## config.mk

```make
export PLATFORM = sky130hd
export DESIGN_NAME = traffic_phase_ctrl
export DESIGN_NICKNAME = d
export VERILOG_FILES = /design/src/rtl/tlc_pkg.sv /design/src/rtl/tlc_sec_prescaler.sv /design/src/rtl/traffic_phase_ctrl.sv
export SDC_FILE = /design/constraint.sdc
export NUM_CORES = 1
export LEC_CHECK = 0
export CORE_MARGIN = 5
export CORE_UTILIZATION = 59
export DETAILED_ROUTE_END_ITERATION = 10
export HOLD_SLACK_MARGIN = 0.15
export MAX_ROUTING_LAYER = met4
export PLACE_DENSITY = 0.81
export SYNTH_ARGS = -nofsm -noshare
export SYNTH_HDL_FRONTEND = slang
export SYNTH_HIERARCHICAL = 1
export SYNTH_SLANG_ARGS = --single-unit
```

## constraint.sdc

```tcl
create_clock -name clk -period 3.5 [get_ports clk]
set_clock_uncertainty 0.15 [all_clocks]
set_input_delay 0.7 -clock clk [delete_from_list [all_inputs] [get_ports clk]]
set_output_delay 0.7 -clock clk [all_outputs]
set_load 0.02 [all_outputs]
```

## src/rtl/tlc_pkg.sv

```systemverilog
// Shared types and constants for the traffic phase controller.
package tlc_pkg;

  typedef enum logic [2:0] {
    NS_G = 3'd0,
    NS_Y = 3'd1,
    AR_A = 3'd2,
    EW_G = 3'd3,
    EW_Y = 3'd4,
    AR_B = 3'd5
  } phase_e;

  localparam logic [2:0] LAMP_R = 3'b100;
  localparam logic [2:0] LAMP_Y = 3'b010;
  localparam logic [2:0] LAMP_G = 3'b001;

  localparam int BCD_MAX = 99;

  // Clamp a 9-bit seconds sum so the BCD display never sees more than 99.
  function automatic logic [6:0] sat_bcd(input logic [8:0] val);
    return (val > 9'(BCD_MAX)) ? 7'(BCD_MAX) : val[6:0];
  endfunction

endpackage

```

## src/rtl/tlc_sec_prescaler.sv

```systemverilog
// Divides the system clock down to a one-cycle pulse per second.
// The count holds while en is low so a paused second resumes where it stopped.
module tlc_sec_prescaler #(
  parameter int TICKS_PER_SEC = 50000000
) (
  input  logic clk,
  input  logic rst_n,
  input  logic en,
  output logic sec_tick
);

  localparam int PW = $clog2(TICKS_PER_SEC);
  localparam logic [PW-1:0] LAST = PW'(TICKS_PER_SEC - 1);

  logic [PW-1:0] pcnt;

  assign sec_tick = en && (pcnt == LAST);

  // Cycle counter within the current second, wrapping on the tick cycle.
  always_ff @(posedge clk or negedge rst_n) begin
    if (!rst_n) begin
      pcnt <= '0;
    end else if (en) begin
      if (pcnt == LAST) pcnt <= '0;
      else              pcnt <= pcnt + 1'b1;
    end
  end

endmodule

```

## src/rtl/traffic_phase_ctrl.sv

```systemverilog
// Six-phase NS/EW traffic sequencer with per-second countdown and
// seconds-remaining outputs for the external BCD display.
// Optional pedestrian green cut: define TLC_PED_REQ_EN.
module traffic_phase_ctrl
  import tlc_pkg::*;
#(
  parameter int TICKS_PER_SEC = 50000000,
  parameter int GREEN_S       = 30,
  parameter int YELLOW_S      = 3,
  parameter int ALLRED_S      = 2,
  parameter int PED_CUT_S     = 5
) (
  input  logic       clk,
  input  logic       rst_n,
  input  logic       en,
`ifdef TLC_PED_REQ_EN
  input  logic       ped_req,
`endif
  output logic [2:0] ns_light,
  output logic [2:0] ew_light,
  output logic [6:0] ns_remain,
  output logic [6:0] ew_remain,
  output logic [2:0] phase,
  output logic       sec_tick
);

  localparam logic [6:0] G7   = 7'(GREEN_S);
  localparam logic [6:0] Y7   = 7'(YELLOW_S);
  localparam logic [6:0] A7   = 7'(ALLRED_S);
  localparam logic [6:0] CUT7 = 7'(PED_CUT_S);
  localparam logic [8:0] G9   = 9'(GREEN_S);
  localparam logic [8:0] Y9   = 9'(YELLOW_S);
  localparam logic [8:0] A9   = 9'(ALLRED_S);

  phase_e     state, next_state;
  logic [6:0] cnt, next_cnt;
  logic       ped_cut;
  logic [8:0] cnt9, ns_sum, ew_sum;

  function automatic phase_e succ(input phase_e p);
    case (p)
      NS_G:    return NS_Y;
      NS_Y:    return AR_A;
      AR_A:    return EW_G;
      EW_G:    return EW_Y;
      EW_Y:    return AR_B;
      default: return NS_G;
    endcase
  endfunction

  function automatic logic [6:0] dur_of(input phase_e p);
    case (p)
      NS_G, EW_G: return G7;
      NS_Y, EW_Y: return Y7;
      default:    return A7;
    endcase
  endfunction

  tlc_sec_prescaler #(
    .TICKS_PER_SEC(TICKS_PER_SEC)
  ) u_prescaler (
    .clk     (clk),
    .rst_n   (rst_n),
    .en      (en),
    .sec_tick(sec_tick)
  );

`ifdef TLC_PED_REQ_EN
  logic ped_pend;
  logic enter_y;

  assign enter_y = (state != next_state) && (next_state == NS_Y || next_state == EW_Y);
  assign ped_cut = ped_pend && (state == NS_G || state == EW_G);

  // Pending pedestrian request; a new request wins over the clear on yellow entry.
  always_ff @(posedge clk or negedge rst_n) begin
    if (!rst_n)       ped_pend <= 1'b0;
    else if (ped_req) ped_pend <= 1'b1;
    else if (enter_y) ped_pend <= 1'b0;
  end
`else
  assign ped_cut = 1'b0;
`endif

  // Phase and countdown registers.
  always_ff @(posedge clk or negedge rst_n) begin
    if (!rst_n) begin
      state <= AR_B;
      cnt   <= A7;
    end else begin
      state <= next_state;
      cnt   <= next_cnt;
    end
  end

  // Countdown per second; advance the phase when the last second expires.
  always_comb begin
    next_state = state;
    next_cnt   = cnt;
    case (state)
      NS_G, NS_Y, AR_A, EW_G, EW_Y, AR_B: begin
        if (sec_tick) begin
          if (cnt > 7'd1) begin
            if (ped_cut && cnt > CUT7) next_cnt = CUT7;
            else                       next_cnt = cnt - 7'd1;
          end else begin
            next_state = succ(state);
            next_cnt   = dur_of(succ(state));
          end
        end
      end
      default: begin
        next_state = AR_B;
        next_cnt   = A7;
      end
    endcase
  end

  assign cnt9 = {2'b00, cnt};

  // Lamp decode and seconds until each direction's lamp next changes.
  always_comb begin
    ns_light = LAMP_R;
    ew_light = LAMP_R;
    ns_sum   = cnt9;
    ew_sum   = cnt9;
    case (state)
      NS_G: begin ns_light = LAMP_G; ew_sum = cnt9 + Y9 + A9; end
      NS_Y: begin ns_light = LAMP_Y; ew_sum = cnt9 + A9; end
      AR_A: begin ns_sum = cnt9 + G9 + Y9 + A9; end
      EW_G: begin ew_light = LAMP_G; ns_sum = cnt9 + Y9 + A9; end
      EW_Y: begin ew_light = LAMP_Y; ns_sum = cnt9 + A9; end
      AR_B: begin ew_sum = cnt9 + G9 + Y9 + A9; end
      default: begin end
    endcase
  end

  assign ns_remain = sat_bcd(ns_sum);
  assign ew_remain = sat_bcd(ew_sum);
  assign phase     = state;

endmodule

```

==> flow_metrics.env, run 1 <==
export IMPL_status="finished, final reports clean"
export IMPL_power_frac_seq_pct=56.6
export IMPL_p_sw_share_pct=29.1
export IMPL_die_h_um=83.1
export IMPL_cts_root_buf="clkbuf_8"
export IMPL_finalNonFillerCells=511
export IMPL_pwr_share_clk_pct=30.2
export IMPL_drc=0
export IMPL_routedWlPerCell_um=18.1
export IMPL_endpoint_kind="output pin"
export IMPL_yosys_warnings=6
export IMPL_multiInputGateArea_um2=2170
export IMPL_synth_area_um2=3150
export IMPL_synthFlopType="dfrtp_1"
export IMPL_ios=27
export IMPL_vias=3310
export IMPL_p_switching_mw=0.267
export IMPL_htreeDepth=2
export IMPL_fillCellCount=408
export IMPL_drtPass1Iterations=6
export IMPL_hp_class="flop to flop"
export IMPL_max_freq_mhz=296
export IMPL_yosysSeqAreaShare_pct=28.7
export IMPL_tightest_slew_ns=0.582
export IMPL_seq_area_um2=907
export IMPL_ys_seq_elements=36
export IMPL_grt_usage_pct=27.6
export IMPL_vdd_drop_max_mv=0.340
export IMPL_finalCritPeriodShare_pct=96.5
export IMPL_ys_types=77
export IMPL_syn_to_final_growth_pct=22.2
export IMPL_setup_viol=0
export IMPL_drive_gt1_share_pct=24.0
export IMPL_path_class="flop to output pin"
export IMPL_crit_required_ns=2.65
export IMPL_grt_pass1_vias=3299
export IMPL_cts_tree="done"
export IMPL_ys_async_sr_fraction_pct=100
export IMPL_synth_top_area_share_pct=26.2
export IMPL_port_buffers=26
export IMPL_critPathArrivalTime_ns=2.53
export IMPL_path_clk_slew_ns=0.07
export IMPL_synth_cells=393
export IMPL_dp_slack_ns=-0.0873
export IMPL_synth_edf_count=0
export IMPL_ys_top_cells_by_area="dfrtp_1 (26%), nor2_1 (4.5%), a21oi_1 (4.1%)"
export IMPL_grt_first_pass_wirelength_mm=15.5
export IMPL_die_area_um2=6900
export IMPL_gr_total_overflow=0
export IMPL_numCtsBuffers=5
export IMPL_place_congestion=1.02
export IMPL_startpoint_type="flop"
export IMPL_pwr_share_comb_pct=13.2
export IMPL_powerDensity_nw_per_um2=238
export IMPL_r2r_slack_ns=0.85
export IMPL_die_w_um=83.1
export IMPL_wirelength_mm=9.27
export IMPL_place_inst=496
export IMPL_ant_nets=0
export IMPL_syn_avg_cell_area_um2=8.02
export IMPL_cap_violations=0
export IMPL_critical_path_max_fanout=4
export IMPL_max_clock_path_buffers=2
export IMPL_intPower_mw=0.649
export IMPL_fp_row_count=26
export IMPL_finalCriticalPeriod_ns=3.38
export IMPL_dp_hpwl_mm=6.78
export IMPL_fin_ws_ns=0.123
export IMPL_maxSlewViolCount=0
export IMPL_cts_num_sinks=36
export IMPL_fin_nets=453
export IMPL_drt_vias_per_instance=6.48
export IMPL_diodes=0
export IMPL_syn_nets=406
export IMPL_total_leakage_power_nw=1.61
export IMPL_grt_max_degree=37
export IMPL_drtIter0Drc=365
export IMPL_antenna_found_initial=0
export IMPL_coreArea_um2=5140
export IMPL_relSlewSlack_pct=61.2
export IMPL_start_util_pct=61.3
export IMPL_insertion_delay_ns=0.28
export IMPL_finalHoldViolCount=0
export IMPL_synth_top_area_cell="dfrtp_1"
[worst max-delay path, cell delays in order, from the launching register on]
cell and delay [ns]:
dfstp_2 0.60, inv_4 0.06, ha_4 0.16, and3b_2 0.28, a21oi_4 0.08, mux2i_1 0.17, o211ai_1 0.14, buf_4 0.17
a311o_1 0.35, nand3_1 0.11, buf_6 0.12
[flip-flops by register name (all words and copies together), names as in the netlist, named ones only]
register,cells
cnt,7
phase,2
u_prescaler/pcnt,26
[final timing paths]
path,startpoint,endpoint,depth (start not counted)
setup / recovery,cnt[1],ns_remain[0],10
hold / removal,u_prescaler/pcnt[11],u_prescaler/pcnt[11],1
setup reg to reg,u_prescaler/pcnt[7],cnt[4],9
hold reg to reg,u_prescaler/pcnt[11],u_prescaler/pcnt[11],1
max in group asynchronous,rst_n,cnt[1],2
min in group asynchronous,rst_n,u_prescaler/pcnt[1],2
[Yosys cell counts (8+ instances only)]
cell type / number
dfrtp_1: 33
o31ai_1: 8
buf_2: 12
nand3_1: 17
nor2_1: 38
xor2_1: 9
o21ai_1: 13
a21oi_1: 26
o21ai_0: 22
inv_1: 14
ha_1: 10
buf_4: 9
nand4_1: 8
nand2_1: 32
[layout by cell type (no fill, tap or decap), drive strengths merged, types with 4 or more instances in the layout]
cell type / count
a21oi: 30
and2: 7
and3: 4
buf: 44
clkbuf: 14
clkdlybuf4s50: 12
dfrtp: 33
dlygate4sd2: 4
ha: 10
inv: 15
nand2: 34
nand2b: 6
nand3: 19
nand4: 9
nor2: 38
nor3: 7
nor4: 6
o21ai: 35
o22ai: 6
o31ai: 8
or3: 7
or4: 7
xnor2: 7
xor2: 9
[area by class of cell]
cell class,instances,area share [%]
clock buffers,7,1.98
well taps,70,2.27
flip-flops and latches,36,23.6
repair buffers,67,14.1
multi-input cells,315,56.4
clock inverters,1,0.130
inverters,15,1.53
[per-layer routing]
layer	global-route usage (%)	vias to the layer above	share of wire (%)
li1	-	1549	-
met3	3.86	32	6.5
met2	47.7	171	51
met4	12.0	0	3.5
met1	31.9	1558	39
met5	-	-	0
[what timing repair did]
action	in CTS	in global routing
resized for setup	28	47
pin swaps	2	10
endpoints found under the hold margin	0	0
gates cloned	0	0
setup buffers	4	4
setup endpoints to repair	14	12
hold buffers	0	0
[stage by stage]
| stage | cell area, µm² | hold slack, ns | setup TNS, ns | utilization, % | power [mW] |
|---|---|---|---|---|---|
| floorplan | 3150 | 0.254 | 0 | - | 0.603 |
| global placement | 3600 | 0.341 | 0 | 70.1 | 0.635 |
| detailed placement | 3600 | 0.350 | -0.121 | 70.1 | 0.641 |
| CTS | 3710 | 0.362 | 0 | 72.2 | 0.922 |
| global route | 3850 | 0.398 | -0.00464 | 74.9 | 0.975 |
| finish | 3850 | 0.365 | 0 | 74.9 | 0.915 |
[cells by family after synthesis]
family / count (synthesis) / share of synthesized area (%)
mux: 4 / 1.31
simple gates: 164 / 28.6
compound gates: 121 / 25.7
buf+inv: 42 / 7.26
fa+ha+maj: 10 / 3.97
xor+xnor: 16 / 4.45
flops: 36 / 28.7
[power by group through the flow]
stage | Sequential (mW) | Clock (mW) | Combinational (mW)
2_1_floorplan | 0.512 | 0 | 0.0911
3_3_place_gp | 0.522 | 0 | 0.112
3_5_place_dp | 0.522 | 0 | 0.119
4_1_cts | 0.516 | 0.286 | 0.119
5_1_grt | 0.523 | 0.313 | 0.139
6_report | 0.518 | 0.277 | 0.120
Power figures use the tool's default switching activity.
==> inputs of run 2 (changes only) <==
--- a/config.mk
+++ b/config.mk
@@ -5,12 +5,15 @@
 export SDC_FILE = /design/constraint.sdc
 export NUM_CORES = 1
 export LEC_CHECK = 0
+export CORE_ASPECT_RATIO = 0.6
 export CORE_MARGIN = 5
 export CORE_UTILIZATION = 59
+export CTS_CLUSTER_DIAMETER = 200
 export DETAILED_ROUTE_END_ITERATION = 10
 export HOLD_SLACK_MARGIN = 0.15
 export MAX_ROUTING_LAYER = met4
 export PLACE_DENSITY = 0.81
+export SLEW_MARGIN = 20
 export SYNTH_ARGS = -nofsm -noshare
 export SYNTH_HDL_FRONTEND = slang
 export SYNTH_HIERARCHICAL = 1
==> flow_metrics.env, run 2 (synthesized netlist as in run 1, its figures left out) <==
export IMPL_crit_slowest_cell="dfstp_2"
export IMPL_hp_class="flop to flop"
export IMPL_drc=0
export IMPL_place_congestion=1.03
export IMPL_maxSlewViolCount=0
export IMPL_critical_path_max_fanout=4
export IMPL_port_buffers=26
export IMPL_grtUsageMet2_pct=39.7
export IMPL_drtIter0Drc=420
export IMPL_r2r_cells=9
export IMPL_drtPass1Iterations=6
export IMPL_largest_register="u_prescaler/pcnt"
export IMPL_crit_path_frequent_cell="buf_4"
export IMPL_ios=27
export IMPL_diodes=0
export IMPL_layout_common_cells="buf_4 (47), nor2_1 (38), nand2_1 (32)"
export IMPL_tightest_slew_ns=0.647
export IMPL_fp_row_count=20
export IMPL_grt_max_degree=37
export IMPL_grt_pass1_vias=3119
export IMPL_crit_chain="inv_2 > ha_2 > and3b_2 > a21oi_2 > buf_4 > nand3b_1 > a32oi_1 > buf_4 > o311ai_2 > nand2_1 > clkbuf_2"
export IMPL_max_freq_mhz=293
export IMPL_cp_slowest_stage_delay_ns=0.56
export IMPL_final_common_cell="buf_4"
export IMPL_total_leakage_power_nw=1.62
export IMPL_finalHoldViolCount=0
export IMPL_finalNonFillerCells=515
export IMPL_setup_viol=0
export IMPL_critPathArrivalTime_ns=2.57
export IMPL_antenna_found_initial=0
export IMPL_wirelength_mm=9.96
export IMPL_finalCriticalPeriod_ns=3.42
export IMPL_fin_nets=461
export IMPL_routedWlPerCell_um=19.3
export IMPL_dp_hpwl_mm=7.40
export IMPL_cap_violations=0
export IMPL_final_util_pct=74.7
export IMPL_coreArea_um2=5100
export IMPL_start_util_pct=61.7
export IMPL_cts_tree="done"
export IMPL_place_inst=501
export IMPL_p_sw_share_pct=29.2
export IMPL_fillCellCount=403
export IMPL_pwr_share_comb_pct=12.2
export IMPL_die_area_um2=6950
export IMPL_setup_tns_final_ns=0
export IMPL_vdd_drop_max_mv=0.224
export IMPL_max_clock_path_buffers=2
export IMPL_intPower_mw=0.720
export IMPL_grt_usage_pct=29.8
export IMPL_powerDensity_nw_per_um2=267
export IMPL_crit_required_ns=2.65
export IMPL_gr_usage_met3_pct=10.2
export IMPL_grt_busiest_layer="met1"
export IMPL_status="finished, final reports clean"
export IMPL_pwr_share_clk_pct=36.3
export IMPL_numCtsBuffers=5
export IMPL_power_frac_seq_pct=51.6
export IMPL_grt_first_pass_wirelength_mm=16.2
export IMPL_ant_nets=0
export IMPL_drive_gt1_share_pct=24.7
export IMPL_die_w_um=104
export IMPL_largest_register_ffs=26
export IMPL_p_switching_mw=0.296
export IMPL_insertion_delay_ns=0.29
export IMPL_htreeDepth=2
export IMPL_drt_vias_per_instance=6.64
export IMPL_path_class="flop to output pin"
export IMPL_cts_root_buf="clkbuf_8"
export IMPL_startpoint_type="flop"
export IMPL_holdPathStages=1
export IMPL_path_clk_slew_ns=0.08
export IMPL_use_met1_pct=43.5
export IMPL_die_h_um=66.6
export IMPL_endpoint_kind="output pin"
export IMPL_relSlewSlack_pct=56.9
export IMPL_vias=3421
export IMPL_cts_num_sinks=36
export IMPL_finalCritPeriodShare_pct=97.7
export IMPL_gr_total_overflow=0
export IMPL_syn_to_final_growth_pct=20.9
==> run 2: routing by layer <==
metal,up-vias,wire length (µm)
met3,24,1380
met2,225,3940
met1,1600,4520
met4,0,123
met5,-,0
li1,1572,-
==> run 2: what timing repair did <==
| action | in CTS | in global routing |
|---|---|---|
| pin swaps | 2 | 8 |
| resized for setup | 29 | 30 |
| cloned | 0 | 0 |
| endpoints found under the setup margin | 14 | 13 |
| buffers inserted | 1 | 5 |
| hold buffers | 0 | 0 |
==> run 2: area by class of cell <==
type / instances / area [µm²] / area share (%)
multi-input combinational: 315 / 2080 / 54.5
sequential: 36 / 907 / 23.8
inverter: 15 / 56.3 / 1.48
clock buffer: 5 / 68.8 / 1.81
clock inverter: 3 / 42.5 / 1.12
timing repair buffer: 75 / 578 / 15.2
tap: 66 / 82.6 / 2.17
==> run 2: per-stage QoR <==
step                      hold WS (ns)  area, µm²  total power, mW  worst slack, ns
after floorplan                  0.254       3150            0.603            0.453
after global placement           0.336       3660            0.640          -0.0410
after detailed placement         0.337       3660            0.649          -0.0805
after CTS                        0.353       3810             1.01          0.00771
after global routing             0.379       3810             1.07          -0.0124
final                            0.357       3810             1.02           0.0822
==> run 2: path summary, 6_finish.rpt <==
check	start	endpoint	slack [ns]
max	cnt[1]	ew_remain[1]	0.08
min	u_prescaler/pcnt[11]	u_prescaler/pcnt[11]	0.36
max reg2reg	u_prescaler/pcnt[7]	cnt[4]	0.78
min reg2reg	u_prescaler/pcnt[11]	u_prescaler/pcnt[11]	0.36
max in group asynchronous	rst_n	phase[0]	2.18
min in group asynchronous	rst_n	u_prescaler/pcnt[13]	0.67
==> run 2: power by group through the flow <==
stage / Clock [mW] / Combinational [mW] / Sequential, mW
after global placement: 0 / 0.116 / 0.524
after global routing: 0.399 / 0.140 / 0.530
after CTS: 0.372 / 0.123 / 0.520
after detailed placement: 0 / 0.122 / 0.527
final: 0.368 / 0.124 / 0.524
after floorplan: 0 / 0.0911 / 0.512
==> run 2: worst max-delay path: cells and delay by family (launching register included) <==
kind            cells  cell delay [ns]
simple gates        3             0.50
flops               1             0.56
fa+ha+maj           1             0.20
compound gates      3             0.45
buf+inv             4             0.57
==> inputs of run 3 (changes only) <==
--- a/config.mk
+++ b/config.mk
@@ -7,12 +7,13 @@
 export LEC_CHECK = 0
 export CORE_ASPECT_RATIO = 0.6
 export CORE_MARGIN = 5
-export CORE_UTILIZATION = 59
+export CORE_UTILIZATION = 63
 export CTS_CLUSTER_DIAMETER = 200
 export DETAILED_ROUTE_END_ITERATION = 10
+export GPL_TIMING_DRIVEN = 1
 export HOLD_SLACK_MARGIN = 0.15
 export MAX_ROUTING_LAYER = met4
-export PLACE_DENSITY = 0.81
+export PLACE_DENSITY = 0.86
 export SLEW_MARGIN = 20
 export SYNTH_ARGS = -nofsm -noshare
 export SYNTH_HDL_FRONTEND = slang
==> constraint.sdc (replaced) <==
create_clock -name clk -period 4.1 [get_ports clk]
set_clock_uncertainty 0.15 [all_clocks]
set_input_delay 0.82 -clock clk [delete_from_list [all_inputs] [get_ports clk]]
set_output_delay 0.82 -clock clk [all_outputs]
set_load 0.02 [all_outputs]
==> flow_metrics.env, run 3 (synthesized netlist as in run 1, its figures left out) <==
export IMPL_endpoint_kind="output pin"
export IMPL_finalHoldViolCount=0
export IMPL_coreArea_um2=4710
export IMPL_drtIter0Drc=416
export IMPL_cts_tree="done"
export IMPL_place_congestion=1.01
export IMPL_cts_root_buf="clkbuf_8"
export IMPL_start_util_pct=67.0
export IMPL_syn_to_final_growth_pct=16.2
export IMPL_drive_gt1_share_pct=14.2
export IMPL_die_h_um=64.8
export IMPL_fin_total_pwr_mw=0.865
export IMPL_drtPass1Iterations=7
export IMPL_path_clk_slew_ns=0.07
export IMPL_vias=3332
export IMPL_final_util_pct=77.8
export IMPL_cts_num_sinks=36
export IMPL_numCtsBuffers=5
export IMPL_dr_wl_met2_mm=3.71
export IMPL_final_common_cell="nor2_1"
export IMPL_met3WireLength_mm=1.43
export IMPL_max_clock_path_buffers=2
export IMPL_finalCriticalPeriod_ns=3.91
export IMPL_diodes=0
export IMPL_holdPathStages=1
export IMPL_drt_vias_per_instance=6.84
export IMPL_max_freq_mhz=256
export IMPL_grt_usage_pct=29.7
export IMPL_largest_register_ffs=26
export IMPL_ios=27
export IMPL_fin_area_um2=3660
export IMPL_cts_hold_buf=0
export IMPL_startpoint_type="flop"
export IMPL_powerDensity_nw_per_um2=236
export IMPL_grt_max_degree=37
export IMPL_top_layer="met4"
export IMPL_vdd_drop_max_mv=0.306
export IMPL_setup_tns_final_ns=0
export IMPL_gr_total_overflow=0
export IMPL_finalCritPeriodShare_pct=95.4
export IMPL_cap_violations=0
export IMPL_dp_hpwl_mm=6.69
export IMPL_die_area_um2=6560
export IMPL_crit_required_ns=3.13
export IMPL_maxSlewViolCount=0
export IMPL_tightest_slew_ns=0.735
export IMPL_grt_first_pass_wirelength_mm=14.8
export IMPL_antenna_found_initial=0
export IMPL_path_class="flop to output pin"
export IMPL_dpl_cell_area_um2=3470
export IMPL_min_to="u_prescaler/pcnt[11]"
export IMPL_largest_register="u_prescaler/pcnt"
export IMPL_critical_path_max_fanout=7
export IMPL_regToRegEndpoint="cnt[3]"
export IMPL_layout_common_cells="nor2_1 (38), dfrtp_1 (33), nand2_1 (32)"
export IMPL_status="finished, final reports clean"
export IMPL_r2r_slack_ns=1.36
export IMPL_setup_viol=0
export IMPL_r2r_start="u_prescaler/pcnt[7]"
export IMPL_fp_row_count=19
export IMPL_r2r_cells=9
export IMPL_routedWlPerCell_um=19.1
export IMPL_ant_nets=0
export IMPL_relSlewSlack_pct=50.6
export IMPL_critPathArrivalTime_ns=2.94
export IMPL_hp_class="flop to flop"
export IMPL_wirelength_mm=9.31
export IMPL_grt_pass1_vias=2898
export IMPL_htreeDepth=2
export IMPL_total_leakage_power_nw=1.63
export IMPL_hp_start="u_prescaler/pcnt[11]"
export IMPL_die_w_um=101
export IMPL_port_buffers=26
export IMPL_rsz0062_at_grt="no"
export IMPL_hold_ws_ns=0.346
export IMPL_met1Wirelength_mm=4.07
export IMPL_drc=0
export IMPL_insertion_delay_ns=0.30
export IMPL_fin_nets=436
[run 3: how the worst max path moves through the flow]
stage	start	end	cells past startpoint	slack, ns
after floorplan	cnt[1]	ns_remain[0]	8	0.93
after global placement	cnt[1]	ew_remain[1]	9	0.29
after detailed placement	cnt[1]	ew_remain[0]	9	0.18
after CTS	cnt[1]	ns_remain[0]	9	0.004
after global routing	cnt[1]	ew_remain[1]	10	0.02
final	cnt[1]	ew_remain[1]	10	0.19
[run 3: layout make-up]
class	count	area (µm²)
fillers	299	1050
multi-input cells	315	2050
repair buffers	50	460
inverters	15	56.3
clock buffers	5	68.8
clock inverters	3	42.5
well taps	63	78.8
flip-flops and latches	36	905
[run 3: worst max-delay path: stages, from the launching register on]
cell and delay (ns):
dfstp_2 0.60, inv_1 0.13, ha_1 0.28, and3b_1 0.29
a21oi_2 0.10, nand3b_1 0.24, a32oi_4 0.32, buf_4 0.16
o311ai_1 0.11, nand2_1 0.08, dlygate4sd2_1 0.33
[run 3: routing by layer]
metal,global-route usage (%),vias to the layer above
met5,-,-
met4,6.30,0
met3,11.1,20
met2,38.0,259
met1,44.0,1535
li1,-,1518
[run 3: per-stage QoR]
stage	setup slack, ns	std cells
floorplan	0.933	393
global placement	0.289	475
detailed placement	0.181	475
CTS	0.00412	484
global route	0.0205	487
finish	0.188	487
[run 3: where the power goes]
part,leakage [nW],switching [mW],internal [mW]
clock network,0.0541,0.135,0.180
logic,1.10,0.0587,0.0460
registers,0.470,0.0577,0.388
[run 3: repair_timing]
action | 4_1_cts | 5_1_grt
endpoints found under the setup margin | 6 | 12
endpoints found under the hold margin | 0 | 0
pin swaps | 1 | 0
cloned | 0 | 0
gates resized for setup | 3 | 11
setup buffers | 1 | 3
